--- config.mk ---
export PLATFORM = sky130hd
export DESIGN_NAME = rv32_instr_encoder
export DESIGN_NICKNAME = d
export VERILOG_FILES = /design/src/rtl/rv32_instr_encoder.sv
export SDC_FILE = /design/constraint.sdc
export NUM_CORES = 1
export LEC_CHECK = 0
export ABC_AREA = 1
export CAP_MARGIN = 20
export CELL_PAD_IN_SITES_DETAIL_PLACEMENT = 1
export CELL_PAD_IN_SITES_GLOBAL_PLACEMENT = 1
export CORE_MARGIN = 10
export CORE_UTILIZATION = 33
export CTS_CLUSTER_DIAMETER = 100
export DETAILED_ROUTE_END_ITERATION = 6
export HOLD_SLACK_MARGIN = 0.1
export PLACE_DENSITY = 0.77
export SYNTH_ARGS = -nofsm -noshare
export SYNTH_HDL_FRONTEND = slang
export SYNTH_SLANG_ARGS = --single-unit
export TNS_END_PERCENT = 10
--- constraint.sdc ---
create_clock -name clk -period 2 [get_ports clk]
set_clock_uncertainty 0.2 [all_clocks]
set_input_delay 0.4 -clock clk [delete_from_list [all_inputs] [get_ports clk]]
set_output_delay 0.4 -clock clk [all_outputs]
set_load 0.02 [all_outputs]
--- src/rtl/rv32_instr_encoder.sv ---
`default_nettype none
// ============================================================================
// Module   : rv32_instr_encoder
// Purpose  : Builds RV32I instruction words from an operation index and its
//            operand fields. This is the inverse of the core decoder. Each
//            word passes through one output register with valid/ready on
//            both sides. Each emitted word is tagged with a running address.
//            Illegal requests are accepted and dropped, raise a one-cycle
//            error pulse, and bump a saturating error counter.
// Ports    : clk, rst_n (async, active low), addr_clr (sync counter reload)
//            in_valid/in_ready, in_op, in_rd, in_rs1, in_rs2, in_imm
//            out_valid/out_ready, out_instr, out_addr
//            err_pulse, err_cnt
// Revision : 1.0  initial release
// ============================================================================
module rv32_instr_encoder #(
    parameter logic [31:0] BASE_ADDR = 32'h0000_0000,
    parameter int          ADDR_STEP = 4
) (
    input  logic        clk,
    input  logic        rst_n,
    input  logic        addr_clr,
    input  logic        in_valid,
    output logic        in_ready,
    input  logic [5:0]  in_op,
    input  logic [4:0]  in_rd,
    input  logic [4:0]  in_rs1,
    input  logic [4:0]  in_rs2,
    input  logic [31:0] in_imm,
    output logic        out_valid,
    input  logic        out_ready,
    output logic [31:0] out_instr,
    output logic [31:0] out_addr,
    output logic        err_pulse,
    output logic [7:0]  err_cnt
);

    localparam logic [31:0] c_step = 32'(ADDR_STEP);

    // Instruction format classes. Shift-immediates get their own class
    // because their legal range and bit 30 differ from the other I-types.
    localparam logic [2:0] c_fmt_none = 3'd0;
    localparam logic [2:0] c_fmt_r    = 3'd1;
    localparam logic [2:0] c_fmt_i    = 3'd2;
    localparam logic [2:0] c_fmt_sh   = 3'd3;
    localparam logic [2:0] c_fmt_s    = 3'd4;
    localparam logic [2:0] c_fmt_b    = 3'd5;
    localparam logic [2:0] c_fmt_j    = 3'd6;
    localparam logic [2:0] c_fmt_u    = 3'd7;

    localparam logic [6:0] c_opc_op     = 7'b0110011;
    localparam logic [6:0] c_opc_opimm  = 7'b0010011;
    localparam logic [6:0] c_opc_load   = 7'b0000011;
    localparam logic [6:0] c_opc_store  = 7'b0100011;
    localparam logic [6:0] c_opc_branch = 7'b1100011;
    localparam logic [6:0] c_opc_jal    = 7'b1101111;
    localparam logic [6:0] c_opc_jalr   = 7'b1100111;
    localparam logic [6:0] c_opc_lui    = 7'b0110111;
    localparam logic [6:0] c_opc_auipc  = 7'b0010111;

    logic [2:0]  w_fmt;
    logic [6:0]  w_opc;
    logic [2:0]  w_f3;
    logic        w_b30;      // funct7[5]: sub / sra / srai
    logic [31:0] w_instr;
    logic        w_legal;
    logic        w_i_ok;
    logic        w_b_ok;
    logic        w_j_ok;
    logic        w_accept;
    logic        w_load;

    logic        r_out_valid;
    logic [31:0] r_out_instr;
    logic [31:0] r_out_addr;
    logic [31:0] r_addr_cnt;
    logic        r_err_pulse;
    logic [7:0]  r_err_cnt;

    // ---------------------------------------------------------------- decode
    always_comb begin
        w_fmt = c_fmt_none;
        w_opc = 7'b0000000;
        w_f3  = 3'b000;
        w_b30 = 1'b0;
        case (in_op)
            6'd0:  begin w_fmt = c_fmt_r;  w_opc = c_opc_op;     w_f3 = 3'b000; end
            6'd1:  begin w_fmt = c_fmt_r;  w_opc = c_opc_op;     w_f3 = 3'b000; w_b30 = 1'b1; end
            6'd2:  begin w_fmt = c_fmt_r;  w_opc = c_opc_op;     w_f3 = 3'b100; end
            6'd3:  begin w_fmt = c_fmt_r;  w_opc = c_opc_op;     w_f3 = 3'b110; end
            6'd4:  begin w_fmt = c_fmt_r;  w_opc = c_opc_op;     w_f3 = 3'b111; end
            6'd5:  begin w_fmt = c_fmt_r;  w_opc = c_opc_op;     w_f3 = 3'b001; end
            6'd6:  begin w_fmt = c_fmt_r;  w_opc = c_opc_op;     w_f3 = 3'b101; end
            6'd7:  begin w_fmt = c_fmt_r;  w_opc = c_opc_op;     w_f3 = 3'b101; w_b30 = 1'b1; end
            6'd8:  begin w_fmt = c_fmt_r;  w_opc = c_opc_op;     w_f3 = 3'b010; end
            6'd9:  begin w_fmt = c_fmt_r;  w_opc = c_opc_op;     w_f3 = 3'b011; end
            6'd10: begin w_fmt = c_fmt_i;  w_opc = c_opc_opimm;  w_f3 = 3'b000; end
            6'd11: begin w_fmt = c_fmt_i;  w_opc = c_opc_opimm;  w_f3 = 3'b100; end
            6'd12: begin w_fmt = c_fmt_i;  w_opc = c_opc_opimm;  w_f3 = 3'b110; end
            6'd13: begin w_fmt = c_fmt_i;  w_opc = c_opc_opimm;  w_f3 = 3'b111; end
            6'd14: begin w_fmt = c_fmt_sh; w_opc = c_opc_opimm;  w_f3 = 3'b001; end
            6'd15: begin w_fmt = c_fmt_sh; w_opc = c_opc_opimm;  w_f3 = 3'b101; end
            6'd16: begin w_fmt = c_fmt_sh; w_opc = c_opc_opimm;  w_f3 = 3'b101; w_b30 = 1'b1; end
            6'd17: begin w_fmt = c_fmt_i;  w_opc = c_opc_opimm;  w_f3 = 3'b010; end
            6'd18: begin w_fmt = c_fmt_i;  w_opc = c_opc_opimm;  w_f3 = 3'b011; end
            6'd19: begin w_fmt = c_fmt_i;  w_opc = c_opc_load;   w_f3 = 3'b000; end
            6'd20: begin w_fmt = c_fmt_i;  w_opc = c_opc_load;   w_f3 = 3'b001; end
            6'd21: begin w_fmt = c_fmt_i;  w_opc = c_opc_load;   w_f3 = 3'b010; end
            6'd22: begin w_fmt = c_fmt_i;  w_opc = c_opc_load;   w_f3 = 3'b100; end
            6'd23: begin w_fmt = c_fmt_i;  w_opc = c_opc_load;   w_f3 = 3'b101; end
            6'd24: begin w_fmt = c_fmt_s;  w_opc = c_opc_store;  w_f3 = 3'b000; end
            6'd25: begin w_fmt = c_fmt_s;  w_opc = c_opc_store;  w_f3 = 3'b001; end
            6'd26: begin w_fmt = c_fmt_s;  w_opc = c_opc_store;  w_f3 = 3'b010; end
            6'd27: begin w_fmt = c_fmt_b;  w_opc = c_opc_branch; w_f3 = 3'b000; end
            6'd28: begin w_fmt = c_fmt_b;  w_opc = c_opc_branch; w_f3 = 3'b001; end
            6'd29: begin w_fmt = c_fmt_b;  w_opc = c_opc_branch; w_f3 = 3'b100; end
            6'd30: begin w_fmt = c_fmt_b;  w_opc = c_opc_branch; w_f3 = 3'b101; end
            6'd31: begin w_fmt = c_fmt_b;  w_opc = c_opc_branch; w_f3 = 3'b110; end
            6'd32: begin w_fmt = c_fmt_b;  w_opc = c_opc_branch; w_f3 = 3'b111; end
            6'd33: begin w_fmt = c_fmt_j;  w_opc = c_opc_jal;    end
            6'd34: begin w_fmt = c_fmt_i;  w_opc = c_opc_jalr;   w_f3 = 3'b000; end
            6'd35: begin w_fmt = c_fmt_u;  w_opc = c_opc_lui;    end
            6'd36: begin w_fmt = c_fmt_u;  w_opc = c_opc_auipc;  end
            default: begin w_fmt = c_fmt_none; end
        endcase
    end

    // Range checks use sign-extension tests: a value fits in N signed bits
    // when every bit from N-1 upward is identical.
    assign w_i_ok = (&in_imm[31:11]) || (~|in_imm[31:11]);
    assign w_b_ok = ((&in_imm[31:12]) || (~|in_imm[31:12])) && !in_imm[0];
    assign w_j_ok = ((&in_imm[31:20]) || (~|in_imm[31:20])) && !in_imm[0];

    // -------------------------------------------------------------- assemble
    always_comb begin
        w_instr = 32'h0000_0000;
        w_legal = 1'b0;
        case (w_fmt)
            c_fmt_r: begin
                w_instr = {1'b0, w_b30, 5'b00000, in_rs2, in_rs1, w_f3, in_rd, w_opc};
                w_legal = 1'b1;
            end
            c_fmt_i: begin
                w_instr = {in_imm[11:0], in_rs1, w_f3, in_rd, w_opc};
                w_legal = w_i_ok;
            end
            c_fmt_sh: begin
                w_instr = {1'b0, w_b30, 5'b00000, in_imm[4:0], in_rs1, w_f3, in_rd, w_opc};
                w_legal = ~|in_imm[31:5];
            end
            c_fmt_s: begin
                w_instr = {in_imm[11:5], in_rs2, in_rs1, w_f3, in_imm[4:0], w_opc};
                w_legal = w_i_ok;
            end
            c_fmt_b: begin
                w_instr = {in_imm[12], in_imm[10:5], in_rs2, in_rs1, w_f3,
                           in_imm[4:1], in_imm[11], w_opc};
                w_legal = w_b_ok;
            end
            c_fmt_j: begin
                w_instr = {in_imm[20], in_imm[10:1], in_imm[11], in_imm[19:12], in_rd, w_opc};
                w_legal = w_j_ok;
            end
            c_fmt_u: begin
                w_instr = {in_imm[31:12], in_rd, w_opc};
                w_legal = ~|in_imm[11:0];
            end
            default: begin
                w_instr = 32'h0000_0000;
                w_legal = 1'b0;
            end
        endcase
    end

    // ------------------------------------------------------------- handshake
    assign in_ready = !r_out_valid || out_ready;
    assign w_accept = in_valid && in_ready;
    assign w_load   = w_accept && w_legal;

    always_ff @(posedge clk or negedge rst_n) begin
        if (!rst_n) begin
            r_out_valid <= 1'b0;
            r_out_instr <= 32'h0000_0000;
            r_out_addr  <= BASE_ADDR;
            r_addr_cnt  <= BASE_ADDR;
            r_err_pulse <= 1'b0;
            r_err_cnt   <= 8'h00;
        end else begin
            r_err_pulse <= w_accept && !w_legal;

            if (w_accept && !w_legal && (r_err_cnt != 8'hFF)) begin
                r_err_cnt <= r_err_cnt + 8'd1;
            end

            // A new legal word overwrites the register even while the old
            // one is leaving, so streaming has no bubble.
            if (w_load) begin
                r_out_valid <= 1'b1;
                r_out_instr <= w_instr;
                r_out_addr  <= addr_clr ? BASE_ADDR : r_addr_cnt;
            end else if (out_ready) begin
                r_out_valid <= 1'b0;
            end

            // Clear wins over advance; a word loaded alongside the clear
            // took BASE_ADDR, so the counter moves one step past it.
            if (addr_clr) begin
                r_addr_cnt <= w_load ? (BASE_ADDR + c_step) : BASE_ADDR;
            end else if (w_load) begin
                r_addr_cnt <= r_addr_cnt + c_step;
            end
        end
    end

    assign out_valid = r_out_valid;
    assign out_instr = r_out_instr;
    assign out_addr  = r_out_addr;
    assign err_pulse = r_err_pulse;
    assign err_cnt   = r_err_cnt;

endmodule
`default_nettype wire
* Yosys cells after proc, flatten, opt, wreduce, memory -nomap -nowiden *
Index checks and enable logic that the tools add are counted.

storage, ports and cells
  flip-flop bits (word level) = 106
  bits of input ports = 58

operators by class
  $add $sub $neg = 2
  equal/unequal tests = 44
  muxes and demuxes = 12
  reductions and logical operators = 46

operators by type and width
  operator                                                                number
  32-bit case mux with 7 select lines                                     1
  6-bit by 5-bit equality test with 1-bit output (second input constant)  16
  32-bit 2-to-1 mux                                                       3
  7-bit case mux with 9 select lines                                      1
  6-bit by 4-bit equality test with 1-bit output (second input constant)  8
  3-bit case mux with 7 select lines                                      2
  12-bit OR reduction                                                     3
  32-bit by 3-bit adder with 32-bit output (second input constant)        1
  6-bit equality test (second input constant)                             5
  27-bit OR reduction                                                     1
  6-bit by 3-bit equality test with 1-bit output (second input constant)  4
  21-bit AND reduction                                                    1
  21-bit OR reduction                                                     1
  20-bit AND reduction                                                    1
  20-bit OR reduction                                                     1
  3-bit OR reduction                                                      5
  3-bit equality test (second input constant)                             4
  6-bit by 2-bit equality test with 1-bit output (second input constant)  2
  12-bit AND reduction                                                    1
  6-bit OR reduction                                                      2
  10-bit OR reduction                                                     1
  5-bit OR reduction                                                      2
  9-bit OR reduction                                                      1
  8-bit by 1-bit adder with 8-bit output (second input constant)          1
  other kinds (14)                                                        36

* Depth between registers and ports, before layout *
Gate-level depths: netlist of run 1.

  depth after elaboration = 9
  mapped depth = 17
  depth with buffers taken out = 15

* Least setup slack after synthesis of run 1 *
OpenSTA, ideal clock, no wires.

  kind = input to register
  start = input port in_op[3]
  end = register r_out_instr[25] (netlist: out_instr[25])
  arrival time = 1.789 ns
  required time = 1.683 ns
  slack = -0.106 ns
  cell stages on the path = 14
  path buffers = 2
  path through = nor2_1 > nand2_1 > nor2_4 > o211ai_1 > nand2_1 > inv_1 > nand2_1 > nand3_2 > nand2_2 > buf_6 > inv_2 > buf_6 > nand2_1 > nand2_1

between the ends
  word-level cells in the longest chain between the ends = 7
  elaborated cells on any way between the ends = 55
  classes of those cells = 43 x eq/ne; 3 x mux; 9 x reduce/logical

ends and longest elaborated chain
  what                                                                                   line  text
  start: declaration                                                                     25    input logic [5:0] in_op,
  6-bit equality test, or another cell as far along                                      86    case (in_op)
  12-bit OR reduction (no source line), or another cell as far along                     -
  3-bit case mux with 7 select lines *                                                   86
  3-bit equality test or 3-bit by 2-bit equality test with 1-bit output (tied branches)  138   case (w_fmt)
  2-bit OR reduction (no source line)                                                    -
  1-bit case mux with 6 select lines                                                     138
  1-bit logical AND                                                                      178   assign w_load = w_accept && w_legal;
  end signal: assignment                                                                 199   r_out_instr <= w_instr;
  end: declaration                                                                       74    logic [31:0] r_out_instr;

Every way passes the cells marked *; elsewhere a longest branch is shown, timed or not.
A chain may end at the register's enable or synchronous reset.

* Worst setup path in the final report of run 1 *
  start = input port in_imm[19]
  end = register r_out_addr[18] (netlist: out_addr[18])

between the ends
  word-level cells in the longest chain between the ends = 6
  elaborated cells on any way between the ends = 13
  classes of those cells = 1 x mux; 12 x reduce/logical

ends and longest elaborated chain
  what                                  line  text
  start: declaration                    29    input logic [31:0] in_imm,
  20-bit OR reduction                   131   assign w_b_ok = ((&in_imm[31:12]) || (~|in_imm[31:12])) && !in_imm[0];
  1-bit logical NOT                     131
  1-bit logical OR                      131
  1-bit logical AND                     131
  1-bit case mux with 6 select lines *  138
  1-bit logical AND *                   178
  end signal: assignment                200   r_out_addr <= addr_clr ? BASE_ADDR : r_addr_cnt;
  end: declaration                      75    logic [31:0] r_out_addr;

Marks and branches as above.

==> results.cfg, run 1 <==
[status]
outcome = complete, but fails checks
violations = negative setup slack

[grt]
gr-usage-met1_pct = 26.3
grt.met3_usage_pct = 6.33
gr-total-overflow = 0
busiest_layer = met2
grt_pass1_vias = 8556
grt_usage_pct = 21.6
antenna_found_initial = 2
use_met2_pct = 36.2
grt_max_degree = 61
grt_pass1_wl_mm = 45.9

[floorplan]
fp.dieArea_um2 = 26100
rows = 51
initial_core_util_pct = 33.7
die_w_um = 161
core_um2 = 19600
ioPinCount = 133
die_height_um = 161

[synthesis]
synth_top_area_share_pct = 38.7
syn_area_um2 = 6600
ys_seq_area_share_pct = 38.7
yosys_warnings = 0
yosys.area_share.simple_pct = 38.4
synth_top_family_by_area = simple AND/OR/NAND/NOR gates
synthTopCellsByCount = 328 x nand2_1, 102 x dfrtp_1, 98 x inv_1
synth_compound_area_share_pct = 8.70
async_flop_share_pct = 100
synth_seq_cells = 102
synth_ff_type = dfrtp_1
yosysMostFrequentCell = nand2_1
synth-xor-area-share_pct = 3.98
synth_edf_count = 0
synthTopCellsByArea = dfrtp_1 39%, nand2_1 19%, nand3_1 6.6%
syn_nets = 1037
synthAdderAreaFrac_pct = 0.379
ys_types = 38
synth.largest_area_cell = dfrtp_1
syn_avg_cell_area_um2 = 6.76
synthMuxAreaShare_pct = 0.152
netlist_instances = 977

[worst_setup_path]
cp.arrival_ns = 2.27
reg2reg_setup_slack_ns = -0.09
critPathBufInv = 5
cp_common_cell = nand2_2
end_kind = flip-flop
crit_chain = dlygate4sd2_1 -> inv_1 -> nand3_1 -> nor2_1 -> nand3_2 -> nand2_2 -> nand2_2 -> nand2_2 -> nand2_2 -> nand3_4 -> nand2_8 -> buf_12 -> buf_12 -> clkbuf_16 -> nand2_2 -> o21ai_1
worstPathRequired_ns = 2.05
critical-path-top-delay-family = simple AND/OR/NAND/NOR gates
cpPeakStageDelay_ns = 0.27
critPathKind = primary input to flip-flop
worst-path-max-fanout = 6
crit_path_start_kind = primary input
critPathSlowestCell = dlygate4sd2_1

[final_layout]
drive_above_1_share_pct = 31.3
nNetsFinal = 1327
fillCellCount = 2434
regArea_um2 = 2560
multiInputGateArea_um2 = 4120
area_growth_pct = 65.0

[timing]
fmax_mhz = 449
worstMarginPinSlew_ns = 0.455
drv_slew = 0
hold_viol = 0
relSlewSlack_pct = 69.4
period_minus_slack_ns = 2.23
timing.final.crit_share_pct = 111
setup_violations = 98
rsz0062_at_grt = true
setup_slack_ns = -0.228

[routing]
drc_errors = 0
vias_per_cell = 5.33
wire_per_inst_um = 20.0
drt_first_pass_iters = 5
final_antenna_net_count = 0
wl_mm = 30.7
drt-initial-drc-count = 566
vias = 8195

[cts]
cts_tree = built
clock_sinks = 102
clock_path_buffers = 2
path_clk_slew_ns = 0.07
htree_levels = 3
numCtsBuffers = 9
clock_latency_ns = 0.37
cts-root-buf = clkbuf_16

[power]
ir_drop_mv = 0.388
fin_total_pwr_uw = 5790
power_leakage_uw = 0.00557
p_per_area_nw_per_um2 = 532

[flow_run]
drv_cap = 0

[place]
port_buffers = 132
gp_congestion = 0.945
dp_hpwl_mm = 19.8
dpl_worst_slack_ns = -1.18

[hold_path]
hp-class = flip-flop to flip-flop
-- logic make-up (layout without fill, tap and decap cells) --
| logic type | after synthesis | count (layout) |
|---|---|---|
| DFF | 102 | 102 |
| buffers and inverters | 150 | 443 |
| adders and majority gates | 2 | 2 |
| AOI/OAI and AO/OA | 106 | 106 |
| other | 0 | 1 |
| muxes | 1 | 1 |
| and+or+nand+nor | 586 | 587 |
| xor gates and xnor gates | 30 | 30 |
-- per-layer routing --
layer,share of wire [%],wire [um]
met4,2.4,733
met2,49,15100
met3,6.9,2110
met5,0,0
met1,42,12800
-- layout by cell type, fill, tap and decap left out, types with 5 or more instances in the layout --
cell type / Yosys / final
a21oi_1: 11 / 10
buf_12: 0 / 15
buf_16: 0 / 8
buf_4: 12 / 154
buf_6: 3 / 19
clkbuf_16: 0 / 13
clkbuf_2: 0 / 14
clkdlybuf4s50_1: 0 / 59
dfrtp_1: 102 / 99
dlygate4sd2_1: 0 / 32
dlymetal6s2s_1: 0 / 16
inv_1: 98 / 81
inv_2: 3 / 13
nand2_1: 328 / 281
nand2_2: 3 / 37
nand2_4: 0 / 12
nand3_1: 87 / 57
nand3_2: 1 / 21
nand3_4: 0 / 10
nand4_1: 56 / 56
nor2_1: 73 / 53
nor2_2: 5 / 13
nor2_4: 1 / 14
nor3_1: 21 / 15
nor3_2: 0 / 5
o21ai_0: 53 / 36
o21ai_1: 27 / 23
o21ai_2: 1 / 22
xnor2_1: 5 / 5
xor2_1: 25 / 25
-- where the power goes --
group | internal, uW | leakage, uW | switching [uW]
sequential | 2220 | 0.00139 | 150
combinational | 727 | 0.00404 | 950
clock | 862 | 0.000139 | 880
-- flip-flops by register name, indices dropped and copies added (netlist names) --
signal	flops
out_addr	31
out_instr	31
r_addr_cnt	30
err_cnt	8
err_pulse	1
out_valid	1
-- cell type report --
cell class,count,area share (%)
multi-input cells,726,37.8
repair buffers,327,29.3
flip-flops and latches,102,23.5
inverters,101,3.79
well taps,265,3.04
clock buffers,9,2.07
clock inverters,6,0.471
diodes,1,0.0230
-- tightest hold or removal path, cell delays in order (launching register included) --
cell     delay [ns]
dfrtp_1        0.35
nand2_1        0.06
nand2_1        0.05
-- stage by stage --
step	util [%]	hold slack [ns]	area [um2]	setup TNS, ns	std cells
floorplan	-	-0.0956	6710	-2.79	977
global placement	47.2	0.159	9250	-104.48	1467
detailed placement	47.2	0.171	9250	-110.38	1467
CTS	51.9	0.293	10200	-4.30	1509
global route	55.6	0.314	10900	-23.83	1536
finish	55.6	0.289	10900	-13.38	1537
-- final timing paths --
check                              startpoint        endpoint  cells after the start
worst max-delay path               in_imm[19]    out_addr[18]                     16
worst min-delay path            out_instr[16]   out_instr[16]                      2
worst max register to register  r_addr_cnt[9]  r_addr_cnt[27]                     10
worst min register to register  out_instr[16]   out_instr[16]                      2
max in group asynchronous               rst_n    out_addr[29]                      3
min in group asynchronous               rst_n  r_addr_cnt[30]                      2
-- timing repair --
action                     4_1_cts  5_1_grt
hold buffers                     1        0
setup endpoints to repair      122      114
pin swaps                       56       62
buffers inserted                19       26
gates cloned                     9        4
resized for setup              189      198
hold endpoints to repair        23        0
Power figures use the tool's default switching activity.
==> run 2, diff against run 1 <==
--- a/config.mk
+++ b/config.mk
@@ -6,7 +6,6 @@
 export NUM_CORES = 1
 export LEC_CHECK = 0
 export ABC_AREA = 1
-export CAP_MARGIN = 20
 export CELL_PAD_IN_SITES_DETAIL_PLACEMENT = 1
 export CELL_PAD_IN_SITES_GLOBAL_PLACEMENT = 1
 export CORE_MARGIN = 10
==> results of run 2 <==
Final layout, timing and power as in run 1 (identical DEF).
==> run 3, diff against run 2 <==
--- a/config.mk
+++ b/config.mk
@@ -8,12 +8,12 @@
 export ABC_AREA = 1
 export CELL_PAD_IN_SITES_DETAIL_PLACEMENT = 1
 export CELL_PAD_IN_SITES_GLOBAL_PLACEMENT = 1
-export CORE_MARGIN = 10
 export CORE_UTILIZATION = 33
 export CTS_CLUSTER_DIAMETER = 100
 export DETAILED_ROUTE_END_ITERATION = 6
 export HOLD_SLACK_MARGIN = 0.1
 export PLACE_DENSITY = 0.77
+export SLEW_MARGIN = 25
 export SYNTH_ARGS = -nofsm -noshare
 export SYNTH_HDL_FRONTEND = slang
 export SYNTH_SLANG_ARGS = --single-unit
==> run 3 against run 2 <==
The run still ends with negative setup slack left. Wire length is 9.5% lower. Clock-buffer cell count up 2. First-iteration DRC count down 17%. Setup slack gained 0.067 ns. Critical path depth fell by 1. Core utilization down 2.4 points. Via count decreased by 3.1%. Largest cell class unchanged.
==> results.cfg, run 3 (synthesized netlist as in run 1, its figures left out) <==
[power]
power_leakage_uw = 0.00533
pwr-share-seq_pct = 41.7
p_int_uw = 3890
p_sw_share_pct = 32.5
p_per_area_nw_per_um2 = 555
ir_drop_mv = 0.446
p_switching_uw = 1870
pwr-share-comb_pct = 27.7
clockPowerShare_pct = 30.6

[timing]
fmax_mhz = 463
drv_slew = 0
setup_violations = 99
rsz0062_at_grt = true
holdWs_ns = 0.278
relSlewSlack_pct = 69.1
hold_viol = 0
timing.final.crit_share_pct = 108
worstMarginPinSlew_ns = 0.459
period_minus_slack_ns = 2.16
setup_slack_ns = -0.162

[final_layout]
layout_common_cells = 280 x nand2_1, 125 x buf_4, 102 x dfrtp_1
fillCellCount = 2455
regArea_um2 = 2550
nNetsFinal = 1290
area_growth_pct = 57.4
mostFrequentLayoutCell = nand2_1
drive_above_1_share_pct = 25.6
diodes = 0
multiInputGateArea_um2 = 3880

[routing]
drc_errors = 0
vias_per_cell = 5.30
wire_per_inst_um = 18.6
vias = 7939
final_antenna_net_count = 0
wl_mm = 27.8
drt_first_pass_iters = 5
drt-initial-drc-count = 471

[place]
dpl_worst_slack_ns = -1.08
dp_hpwl_mm = 18.1
gp_congestion = 0.896
port_buffers = 132

[worst_setup_path]
end_kind = flip-flop
cp_common_cell = nand2_2
worst-path-max-fanout = 7
crit_path_start_kind = primary input
critPathBufInv = 5
cpPeakStageDelay_ns = 0.18
cp.arrival_ns = 2.21
crit_chain = buf_4 -> buf_4 -> nor2_2 -> nand3_2 -> nand2_1 -> nor2_2 -> nand4_1 -> nand2_2 -> nand3_4 -> nand2_8 -> buf_12 -> buf_12 -> clkbuf_16 -> nand2_2 -> nand2_2
critical-path-top-delay-family = simple AND/OR/NAND/NOR gates
critPathSlowestCell = nor2_2
critPathKind = primary input to flip-flop
worstPathRequired_ns = 2.05

[cts]
numCtsBuffers = 9
clock_path_buffers = 2
clock_latency_ns = 0.36
clock_sinks = 102
path_clk_slew_ns = 0.07
htree_levels = 3
cts_tree = built
cts-root-buf = clkbuf_16

[floorplan]
initial_core_util_pct = 33.8
core_um2 = 19500
die_w_um = 143
ioPinCount = 133
die_height_um = 143
rows = 51
fp.dieArea_um2 = 20600

[grt]
grt_usage_pct = 26.6
gr-total-overflow = 0
grt_pass1_wl_mm = 42.2
grt_pass1_vias = 8071
antenna_found_initial = 0
grt_max_degree = 59

[flow_run]
drv_cap = 0

[status]
outcome = complete, but fails checks
violations = negative setup slack

[hold_path]
hp-class = flip-flop to flip-flop
## run 3: cell count changes in the layout (fill, tap and decap cells not counted), moves of 6 or more
cell,previous run,this run
clkdlybuf4s50_1,59,66
nor2_1,53,59
nand3_1,57,68
buf_6,19,11
nand3_4,10,4
nand2_2,37,46
clkbuf_2,14,6
nand2_4,12,4
buf_4,154,125
o21ai_2,22,13
## run 3: stage by stage
| step | utilization [%] | setup TNS, ns | instance area, um2 | instances | power, uW |
|---|---|---|---|---|---|
| 5_1_grt | 53.2 | -14.39 | 10400 | 1499 | 5990 |
| 3_5_place_dp | 47.3 | -96.16 | 9230 | 1458 | 3930 |
| 2_1_floorplan | - | -2.79 | 6710 | 977 | 3050 |
| 6_report | 53.2 | -8.49 | 10400 | 1499 | 5770 |
| 3_3_place_gp | 47.3 | -91.28 | 9230 | 1458 | 3900 |
| 4_1_cts | 51.5 | -4.53 | 10100 | 1495 | 5720 |
## run 3: path summary, 6_finish.rpt
path / startpoint / end / slack, ns / cells after the start
worst min-delay path: out_addr[2] / out_addr[2] / 0.28 / 2
worst min register to register: out_addr[2] / out_addr[2] / 0.28 / 2
min in group asynchronous: rst_n / out_addr[26] / 0.37 / 3
worst max-delay path: in_op[3] / out_instr[22] / -0.16 / 15
worst max register to register: r_addr_cnt[15] / r_addr_cnt[31] / -0.06 / 9
max in group asynchronous: rst_n / out_instr[25] / 0.91 / 3
## run 3: final cells by class
class                   count  share of cell area, %
well taps                 265                   3.19
clock inverters             4                  0.469
flip-flops and latches    102                   24.6
inverters                 101                   3.96
clock buffers              11                   2.24
repair buffers            290                   28.2
multi-input cells         726                   37.4
## run 3: power groups by stage
| stage | clock network [uW] | logic [uW] | registers (uW) |
|---|---|---|---|
| 3_3_place_gp | 0 | 1470 | 2420 |
| 4_1_cts | 1770 | 1550 | 2400 |
| 2_1_floorplan | 0 | 472 | 2580 |
| 6_report | 1760 | 1600 | 2410 |
| 5_1_grt | 1850 | 1720 | 2420 |
| 3_5_place_dp | 0 | 1510 | 2430 |
## run 3: per-layer routing
layer	GRT usage, %	vias to the layer above	wire, um
met2	44.5	261	13600
met4	11.1	0	884
met5	0	-	0
li1	-	3686	-
met1	33.3	3927	11900
met3	5.36	65	1490
## run 3: worst register-to-register path, stage by stage (launching register included)
cell	delay (ns)
dfrtp_1	0.48
nand2_1	0.11
nor2_1	0.21
nand2_1	0.12
or3_1	0.36
o21bai_1	0.20
nand2_1	0.07
inv_1	0.07
nand4_1	0.09
nand2_1	0.07
## run 3: repair_timing
| item | 4_1_cts | 5_1_grt |
|---|---|---|
| endpoints found under the setup margin | 113 | 113 |
| hold buffers | 1 | 0 |
| pin swaps | 40 | 35 |
| resized for setup | 168 | 115 |
| setup buffers | 16 | 2 |
| hold endpoints to repair | 102 | 0 |
| cloned | 7 | 4 |
